[src/rtl/fork_alloc_arbiter.sv]
// fork_alloc_arbiter
//   Round-robin arbiter that shares the free FPU pool between fork requesters.
//   Each granted fork is split into per-child allocation handshakes, one child
//   FPU ID per transfer. Terminated FPUs are returned to the pool through the
//   free port.
//
//   Optional build macro: FORK_ARB_TIMEOUT_EN. When it is defined, a request
//   waiting for pool capacity is rejected after TIMEOUT_CYCLES cycles.
//
// Ports
//   clk, reset        clock, synchronous active-high reset
//   req_valid         fork request per FPU, held until grant or reject
//   req_count         4-bit child count per requester at [4i+3:4i]
//   grant / reject    one-cycle pulses back to the requester
//   alloc_*           child allocation stream (valid/ready, parent, child, last)
//   free_valid/id     return an FPU to the pool
//   busy              FSM is not idle
//   free_count        number of free FPUs in the pool
//   err_double_free   sticky flag: free of an already-free or out-of-range ID
module fork_alloc_arbiter #(
    parameter int NUM_FPUS       = 16,
    parameter int FPU_ID_WIDTH   = 4,
    parameter int MAX_FORK       = 4,
    parameter int ROOT_FPU       = 0,
    parameter int TIMEOUT_CYCLES = 255
) (
    input  logic                    clk,
    input  logic                    reset,
    input  logic [NUM_FPUS-1:0]     req_valid,
    input  logic [4*NUM_FPUS-1:0]   req_count,
    output logic [NUM_FPUS-1:0]     grant,
    output logic [NUM_FPUS-1:0]     reject,
    output logic                    alloc_valid,
    input  logic                    alloc_ready,
    output logic [FPU_ID_WIDTH-1:0] alloc_parent,
    output logic [FPU_ID_WIDTH-1:0] alloc_child,
    output logic                    alloc_last,
    input  logic                    free_valid,
    input  logic [FPU_ID_WIDTH-1:0] free_id,
    output logic                    busy,
    output logic [FPU_ID_WIDTH:0]   free_count,
    output logic                    err_double_free
);

    typedef enum logic [1:0] {IDLE, WAIT_POOL, ALLOC, DONE} state_t;

    localparam logic [NUM_FPUS-1:0] POOL_RST = ~(NUM_FPUS'(1) << ROOT_FPU);

    function automatic logic [FPU_ID_WIDTH-1:0] lowest_free(input logic [NUM_FPUS-1:0] m);
        lowest_free = '0;
        for (int i = NUM_FPUS-1; i >= 0; i--)
            if (m[i]) lowest_free = FPU_ID_WIDTH'(i);
    endfunction

    function automatic logic [FPU_ID_WIDTH:0] popcount(input logic [NUM_FPUS-1:0] m);
        popcount = '0;
        for (int i = 0; i < NUM_FPUS; i++)
            popcount = popcount + (FPU_ID_WIDTH+1)'(m[i]);
    endfunction

    function automatic logic [FPU_ID_WIDTH-1:0] next_id(input logic [FPU_ID_WIDTH-1:0] id);
        next_id = FPU_ID_WIDTH'((int'(id) + 1) % NUM_FPUS);
    endfunction

    state_t                  state, state_nxt;
    logic [NUM_FPUS-1:0]     mask, mask_nxt;
    logic [FPU_ID_WIDTH-1:0] rr_ptr, rr_nxt;
    logic [FPU_ID_WIDTH-1:0] win_q, win_nxt;
    logic [3:0]              cnt_q, cnt_nxt;
    logic [3:0]              rem_q, rem_nxt;
    logic [FPU_ID_WIDTH-1:0] child_nxt;
    logic [NUM_FPUS-1:0]     rej_nxt;
    logic                    dbl;
    logic                    hs;
    logic                    found;
    logic [FPU_ID_WIDTH-1:0] widx;
    logic [3:0]              wcnt;
    logic                    suff_w, suff_q;
`ifdef FORK_ARB_TIMEOUT_EN
    localparam int TW = (TIMEOUT_CYCLES > 1) ? $clog2(TIMEOUT_CYCLES + 1) : 1;
    logic [TW-1:0]           tmo_q, tmo_nxt;
    logic                    tmo_hit;
`endif

    assign alloc_valid  = (state == ALLOC);
    assign alloc_parent = win_q;
    assign alloc_last   = (state == ALLOC) && (rem_q == 4'd1);
    assign busy         = (state != IDLE);
    assign grant        = (state == DONE) ? (NUM_FPUS'(1) << win_q) : '0;
    assign hs           = alloc_valid && alloc_ready;

    // Round-robin scan from rr_ptr; descending loop so the smallest offset wins.
    always_comb begin
        found = 1'b0;
        widx  = '0;
        for (int k = NUM_FPUS-1; k >= 0; k--) begin
            if (req_valid[(int'(rr_ptr) + k) % NUM_FPUS]) begin
                found = 1'b1;
                widx  = FPU_ID_WIDTH'((int'(rr_ptr) + k) % NUM_FPUS);
            end
        end
    end

    assign wcnt   = req_count[4*int'(widx) +: 4];
    assign suff_w = int'(free_count) >= int'(wcnt);
    assign suff_q = int'(free_count) >= int'(cnt_q);

    // Pool update: handshake consumes the offered child, a legal free returns an ID.
    // The double-free check looks at the registered mask, before this cycle's edits.
    always_comb begin
        mask_nxt = mask;
        dbl      = 1'b0;
        if (hs) mask_nxt[alloc_child] = 1'b0;
        if (free_valid) begin
            if (int'(free_id) >= NUM_FPUS) dbl = 1'b1;
            else if (mask[free_id])        dbl = 1'b1;
            else                           mask_nxt[free_id] = 1'b1;
        end
    end

`ifdef FORK_ARB_TIMEOUT_EN
    assign tmo_hit = (tmo_q == TW'(TIMEOUT_CYCLES - 1));
    // Counts WAIT_POOL cycles; any other state holds it at zero, so entry starts clean.
    assign tmo_nxt = (state == WAIT_POOL) ? tmo_q + 1'b1 : '0;
`endif

    always_comb begin
        state_nxt = state;
        rr_nxt    = rr_ptr;
        win_nxt   = win_q;
        cnt_nxt   = cnt_q;
        rem_nxt   = rem_q;
        child_nxt = alloc_child;
        rej_nxt   = '0;
        case (state)
            IDLE: begin
                if (found) begin
                    if (wcnt == 4'd0 || int'(wcnt) > MAX_FORK) begin
                        rej_nxt = NUM_FPUS'(1) << widx;
                        rr_nxt  = next_id(widx);
                    end else begin
                        win_nxt = widx;
                        cnt_nxt = wcnt;
                        rem_nxt = wcnt;
                        if (suff_w) begin
                            state_nxt = ALLOC;
                            child_nxt = lowest_free(mask_nxt);
                        end else begin
                            state_nxt = WAIT_POOL;
                        end
                    end
                end
            end
            WAIT_POOL: begin
                if (!req_valid[win_q]) begin
                    state_nxt = IDLE;
                end else if (suff_q) begin
                    state_nxt = ALLOC;
                    child_nxt = lowest_free(mask_nxt);
                end
`ifdef FORK_ARB_TIMEOUT_EN
                else if (tmo_hit) begin
                    rej_nxt   = NUM_FPUS'(1) << win_q;
                    rr_nxt    = next_id(win_q);
                    state_nxt = IDLE;
                end
`endif
            end
            ALLOC: begin
                if (hs) begin
                    rem_nxt = rem_q - 4'd1;
                    if (rem_q == 4'd1) state_nxt = DONE;
                    else               child_nxt = lowest_free(mask_nxt);
                end
            end
            DONE: begin
                rr_nxt    = next_id(win_q);
                state_nxt = IDLE;
            end
            default: state_nxt = IDLE;
        endcase
    end

    always_ff @(posedge clk) begin
        if (reset) begin
            state           <= IDLE;
            mask            <= POOL_RST;
            rr_ptr          <= '0;
            win_q           <= '0;
            cnt_q           <= '0;
            rem_q           <= '0;
            alloc_child     <= '0;
            reject          <= '0;
            free_count      <= (FPU_ID_WIDTH+1)'(NUM_FPUS - 1);
            err_double_free <= 1'b0;
`ifdef FORK_ARB_TIMEOUT_EN
            tmo_q           <= '0;
`endif
        end else begin
            state           <= state_nxt;
            mask            <= mask_nxt;
            rr_ptr          <= rr_nxt;
            win_q           <= win_nxt;
            cnt_q           <= cnt_nxt;
            rem_q           <= rem_nxt;
            alloc_child     <= child_nxt;
            reject          <= rej_nxt;
            free_count      <= popcount(mask_nxt);
            err_double_free <= err_double_free | dbl;
`ifdef FORK_ARB_TIMEOUT_EN
            tmo_q           <= tmo_nxt;
`endif
        end
    end

endmodule
[config.mk]
export PLATFORM = sky130hd
export DESIGN_NAME = fork_alloc_arbiter
export DESIGN_NICKNAME = d
export VERILOG_FILES = /design/src/rtl/fork_alloc_arbiter.sv
export SDC_FILE = /design/constraint.sdc
export NUM_CORES = 1
export LEC_CHECK = 0
export CORE_ASPECT_RATIO = 0.6
export CORE_MARGIN = 2
export CORE_UTILIZATION = 45
export CTS_BUF_LIST = sky130_fd_sc_hd__clkbuf_16
export DETAILED_ROUTE_END_ITERATION = 10
export HOLD_SLACK_MARGIN = 0.1
export PLACE_DENSITY_LB_ADDON = 0.05
export SYNTH_ARGS = -nofsm -noshare
export SYNTH_HDL_FRONTEND = slang
export SYNTH_SLANG_ARGS = --single-unit
[constraint.sdc]
create_clock -name clk -period 16.35 [get_ports clk]
set_clock_uncertainty 0.2 [all_clocks]
set_input_delay 3.27 -clock clk [delete_from_list [all_inputs] [get_ports clk]]
set_output_delay 3.27 -clock clk [all_outputs]
set_load 0.1 [all_outputs]
==> results of run 1 <==
-- placed cells by master, fill, tap and decap left out, types with 6 or more instances in the layout --
cell / instances
a211o_1: 6
a211oi_1: 12
a21oi_1: 40
a221oi_1: 6
a22oi_1: 13
a31oi_1: 8
and2_1: 7
and3_1: 9
buf_4: 9
clkbuf_16: 9
clkdlybuf4s50_1: 136
dfxtp_1: 60
fa_1: 10
ha_1: 23
inv_1: 49
mux2_2: 11
mux2i_1: 64
mux4_2: 40
nand2_1: 73
nand2b_1: 8
nand3_1: 38
nand4_1: 8
nor2_1: 74
nor2b_1: 7
nor3_1: 18
nor3b_1: 7
nor4_1: 6
o211ai_1: 6
o21ai_0: 28
xor2_1: 7
-- final cells by class --
| class | count | area share |
|---|---|---|
| Clock buffer | 9 | 0.0256 |
| Multi-Input combinational cell | 646 | 0.612 |
| Tap cell | 203 | 0.0288 |
| Sequential cell | 60 | 0.136 |
| Inverter | 53 | 0.0226 |
| Timing Repair Buffer | 145 | 0.162 |
| Clock inverter | 7 | 0.0131 |
-- routing by layer --
layer | global-route usage | vias to the layer above
met4 | 0.0201 | 2
met2 | 0.410 | 457
met1 | 0.478 | 3455
met5 | 0.0217 | -
li1 | - | 3281
met3 | 0.0953 | 15
-- stage by stage --
| step | util | hold slack [ns] | cell area (µm²) |
|---|---|---|---|
| finish | 0.573 | 0.263 | 8810 |
| global route | 0.573 | 0.289 | 8810 |
| CTS | 0.573 | 0.262 | 8810 |
| detailed placement | 0.551 | 0.256 | 8470 |
| global placement | 0.551 | 0.250 | 8470 |
| floorplan | - | 0.238 | 7100 |
-- sequential cells by signal, summed over array words and instances (netlist names) --
register         cells
mask                16
reject              16
free_count           5
alloc_child          4
alloc_parent         4
cnt_q                4
rem_q                4
rr_ptr               4
state                2
err_double_free      1
-- worst reg2reg max path, stage by stage, from the launching register on --
cell	delay (ns)
dfxtp_1	0.30
buf_4	0.42
inv_1	0.39
ha_1	0.85
mux4_1	0.55
mux2_4	0.37
mux2i_4	0.20
o2111a_1	0.22
o22ai_1	0.13
a2111oi_4	0.54
a211o_1	0.20
buf_4	0.38
and2_1	0.20
a211oi_1	0.05
a211oi_1	0.24
a311oi_1	0.09
a21oi_1	0.35
ha_1	0.30
nand2b_1	0.14
a21o_1	0.17
a21o_1	0.18
a2111oi_0	0.70
nor4_1	0.10
nand2_1	0.21
a211o_1	0.16
nor3_1	0.05
a31oi_1	0.14
o311ai_0	0.14
-- final timing paths --
check / start / end / slack, ns / cells past startpoint
setup / recovery: req_valid[4] / alloc_child[1] / 6.56 / 25
hold / removal: cnt_q[3] / cnt_q[3] / 0.26 / 2
setup reg to reg: rr_ptr[1] / alloc_child[1] / 8.25 / 27
hold reg to reg: cnt_q[3] / cnt_q[3] / 0.26 / 2
-- cells by family (layout without fill, tap and decap cells) --
logic type | Yosys count | in the layout | share of synthesized area
simple gates | 277 | 277 | 0.193
compound gates | 193 | 193 | 0.203
mux | 126 | 126 | 0.268
buf+inv | 95 | 214 | 0.0714
flops | 60 | 60 | 0.169
fa+ha+maj | 33 | 33 | 0.0688
xor+xnor | 17 | 17 | 0.0279
==> results.yml, run 1 <==
run_status:
  status: "complete, no violations"
final_layout:
  register_area_mm2: 0.00120
  fillerInstances: 1345
  drive_gt1_frac: 0.122
  finalNonFillerCells: 1123
  syn_to_final_growth_pct: 24.2
  nets: 1036
  n_antenna_cell: 0
  multi_input_area_mm2: 0.00539
run:
  drv_cap: 0
critical_path:
  cp_data_arrival_time_ns: 9.78
  critPathKind: "input port to register"
  crit_path_top_delay_cell: "mux4_1"
  cp-end-kind: "register"
  cp-start-kind: "input port"
  crit_buf_inv: 2
  cp.required_ns: 16.33
  worstPathMaxFanout: 31
  slowest_delay_ns: 0.71
  crit_family: "compound AO/OA/AOI/OAI gates"
sta:
  drv_slew: 0
  tightest_slew_ns: 1.04
  fmax_mhz: 102
  fin_tns_setup_ns: 0
  rsz0062_at_grt: "false"
  finalCriticalPeriod_ns: 9.79
  finalHoldViolCount: 0
  setup_ws_ns: 6.56
  maxSlewHeadroom: 0.304
  finalSetupViolCount: 0
  min_period_over_period: 0.599
global_routing:
  grt_util_all_layers: 0.303
  grt_max_degree: 34
  antenna_found_initial: 0
  grt_pass1_wl_um: 39800
  grt_remaining_overflow: 0
  grt_pass1_vias: 6795
floorplan:
  initial_utilization: 0.462
  rows: 35
  ios: 137
  core_mm2: 0.0154
  die_w_um: 166
  die_area_mm2: 0.0168
  die_h_um: 101
route:
  routed.top_layer: "met5"
  wl_um: 25900
  vias: 7210
  wire_per_inst_um: 23.1
  first_pass_iters: 6
  wl_met1_um: 13000
  wl_met3_um: 3110
  viasPerCell: 6.42
  drc_errors: 0
  final_antenna_net_count: 0
  met2WireLength_um: 9730
  drt_iter0_drc: 780
placed_design:
  place_hpwl_um: 20400
  globalplace.congestion: 1.03
  numPortBuffers: 136
  post-place-cells: 1107
  dp_slack_ns: 6.43
clock_tree:
  numCtsBuffers: 9
  cts_num_sinks: 60
  cts_tree: "done"
  root_buffer: "clkbuf_16"
  hold_buffers: 0
  path_clk_slew_ns: 0.06
  cts.repair.resized: 0
  cts_buffer_depth: 2
  htree_levels: 3
  post_cts_buffers: 0
  clk_latency_ns: 0.33
yosys:
  avgSynthCellArea_um2: 8.86
  yosysSeqAreaShare: 0.169
  synth_top_area_cell: "dfxtp_1"
  yosysMostFrequentCell: "nor2_1"
  yosys-top-cells-count: "nor2_1 (74), nand2_1 (73), mux2i_1 (64)"
  synth_edf_count: 0
  synth_top_area_frac: 0.169
  synth_warnings: 0
  synthArstFlopShare: 0
  synth_area_leaders: "dfxtp_1 (17%), mux4_2 (13%), mux2i_1 (9.0%)"
  ys_ff_latch: 60
  syn-cell-area_mm2: 0.00710
  synthFlopType: "dfxtp_1"
  synth_cells: 801
  syn_nets: 922
  ys_types: 98
min_path:
  hold_path_class: "register to register"
Power of run 1 is left out: the tool's default activity adds up to more than one toggle a clock period on the data nets, which glitch-free logic cannot reach.
==> run 2: changes to the inputs <==
- clock period: 16.35 -> 8.6 ns (I/O delays scaled with it)
==> results.yml, run 2 (synthesis gave the netlist of run 1 again) <==
floorplan:
  rows: 35
  core_mm2: 0.0154
  die_w_um: 166
  die_area_mm2: 0.0168
  ios: 137
  initial_utilization: 0.462
  die_h_um: 101
final_layout:
  drive_gt1_frac: 0.130
  top_regs: "mask: 16 flops, reject: 16 flops, free_count: 5 flops"
  syn_to_final_growth_pct: 25.2
  nets: 1044
  final_common_cell: "clkdlybuf4s50_1"
  final_cell_mix: "clkdlybuf4s50_1 (136), nor2_1 (74), nand2_1 (73), mux2i_1 (64), dfxtp_1 (60)"
  fillerInstances: 1355
  n_antenna_cell: 0
global_routing:
  grt_pass1_vias: 6886
  grt_pass1_wl_um: 40100
  antenna_found_initial: 0
  grt_util_all_layers: 0.307
  grt_max_degree: 34
  use_met1: 0.494
  grt_remaining_overflow: 0
  gr-usage-met3: 0.0883
  busiest_layer: "met1"
  use_met2: 0.398
route:
  viasPerCell: 6.38
  final_antenna_net_count: 0
  first_pass_iters: 5
  wl_um: 26000
  drt_iter0_drc: 721
  drc_errors: 0
  vias: 7211
  wire_per_inst_um: 23.0
sta:
  fmax_mhz: 124
  min_period_over_period: 0.936
  drv_slew: 0
  rsz0062_at_grt: "false"
  finalSetupViolCount: 0
  finalCriticalPeriod_ns: 8.05
  tightest_slew_ns: 1.01
  finalHoldViolCount: 0
  maxSlewHeadroom: 0.324
  fin_tns_setup_ns: 0
placed_design:
  globalplace.congestion: 0.988
  numPortBuffers: 136
  place_hpwl_um: 20700
clock_tree:
  clk_latency_ns: 0.33
  cts_tree: "done"
  hold_buffers: 0
  cts_buffer_depth: 2
  numCtsBuffers: 9
  path_clk_slew_ns: 0.06
  htree_levels: 3
  cts_num_sinks: 60
  post_cts_buffers: 0
  root_buffer: "clkbuf_16"
  cts.repair.resized: 0
critical_path:
  critPathKind: "input port to register"
  worstPathMaxFanout: 13
  cp-end-kind: "register"
  cp-start-kind: "input port"
  cp_data_arrival_time_ns: 8.04
  cp.required_ns: 8.59
min_path:
  hold_path_class: "register to register"
run:
  drv_cap: 0
run_status:
  status: "complete, no violations"
run 2: cell types whose count changed in the layout (fill, tap and decap cells not counted), sizes merged:
cell | before | now
clkinv | 6 | 5
buf | 9 | 17
clkinvlp | 1 | 2
run 2: per-layer routing:
| layer | share of wire | vias to the layer above |
|---|---|---|
| li1 | - | 3294 |
| met1 | 0.50 | 3468 |
| met2 | 0.37 | 426 |
| met3 | 0.12 | 23 |
| met4 | 0.0087 | 0 |
| met5 | 0 | - |
run 2: final cells by class:
cell class,instances,area (µm²),area share
multi-input cells,646,5390,0.607
repair buffers,153,1500,0.169
flip-flops and latches,60,1200,0.135
well taps,203,254,0.0286
clock buffers,9,225,0.0253
inverters,53,199,0.0224
clock inverters,7,115,0.0130
run 2: path summary, 6_finish.rpt:
kind | start | end | slack [ns] | cells past startpoint
setup / recovery | req_valid[4] | alloc_child[1] | 0.55 | 25
hold / removal | err_double_free | err_double_free | 0.28 | 2
hold reg to reg | err_double_free | err_double_free | 0.28 | 2
setup reg to reg | rr_ptr[1] | alloc_child[1] | 1.37 | 26
run 2: critical path, stage by stage:
cell             delay, ns
clkdlybuf4s50_1       0.55
mux4_1                0.73
mux2_4                0.37
mux2i_4               0.31
nor2_1                0.10
a311oi_1              0.28
a31o_2                0.23
nand4_1               0.34
and2_1                0.46
a211oi_1              0.29
a211oi_1              0.08
a311oi_1              0.28
a21oi_1               0.15
ha_1                  0.31
nand2b_1              0.14
a21o_1                0.18
a21o_1                0.17
a2111oi_0             0.43
buf_4                 0.19
nor4_1                0.04
nand2_1               0.17
a211o_1               0.15
nor3_1                0.05
a31oi_1               0.15
o311ai_0              0.13
run 2: metrics by stage:
step | util | hold WS [ns] | cells | area [µm²] | setup WS [ns]
detailed placement | 0.556 | 0.267 | 1115 | 8540 | 0.368
floorplan | - | 0.238 | 801 | 7100 | 1.47
global placement | 0.556 | 0.252 | 1115 | 8540 | 0.500
finish | 0.578 | 0.284 | 1131 | 8880 | 0.554
global route | 0.578 | 0.311 | 1131 | 8880 | 0.127
CTS | 0.578 | 0.284 | 1131 | 8880 | 0.704
Power of run 2 is left out for the same reason.
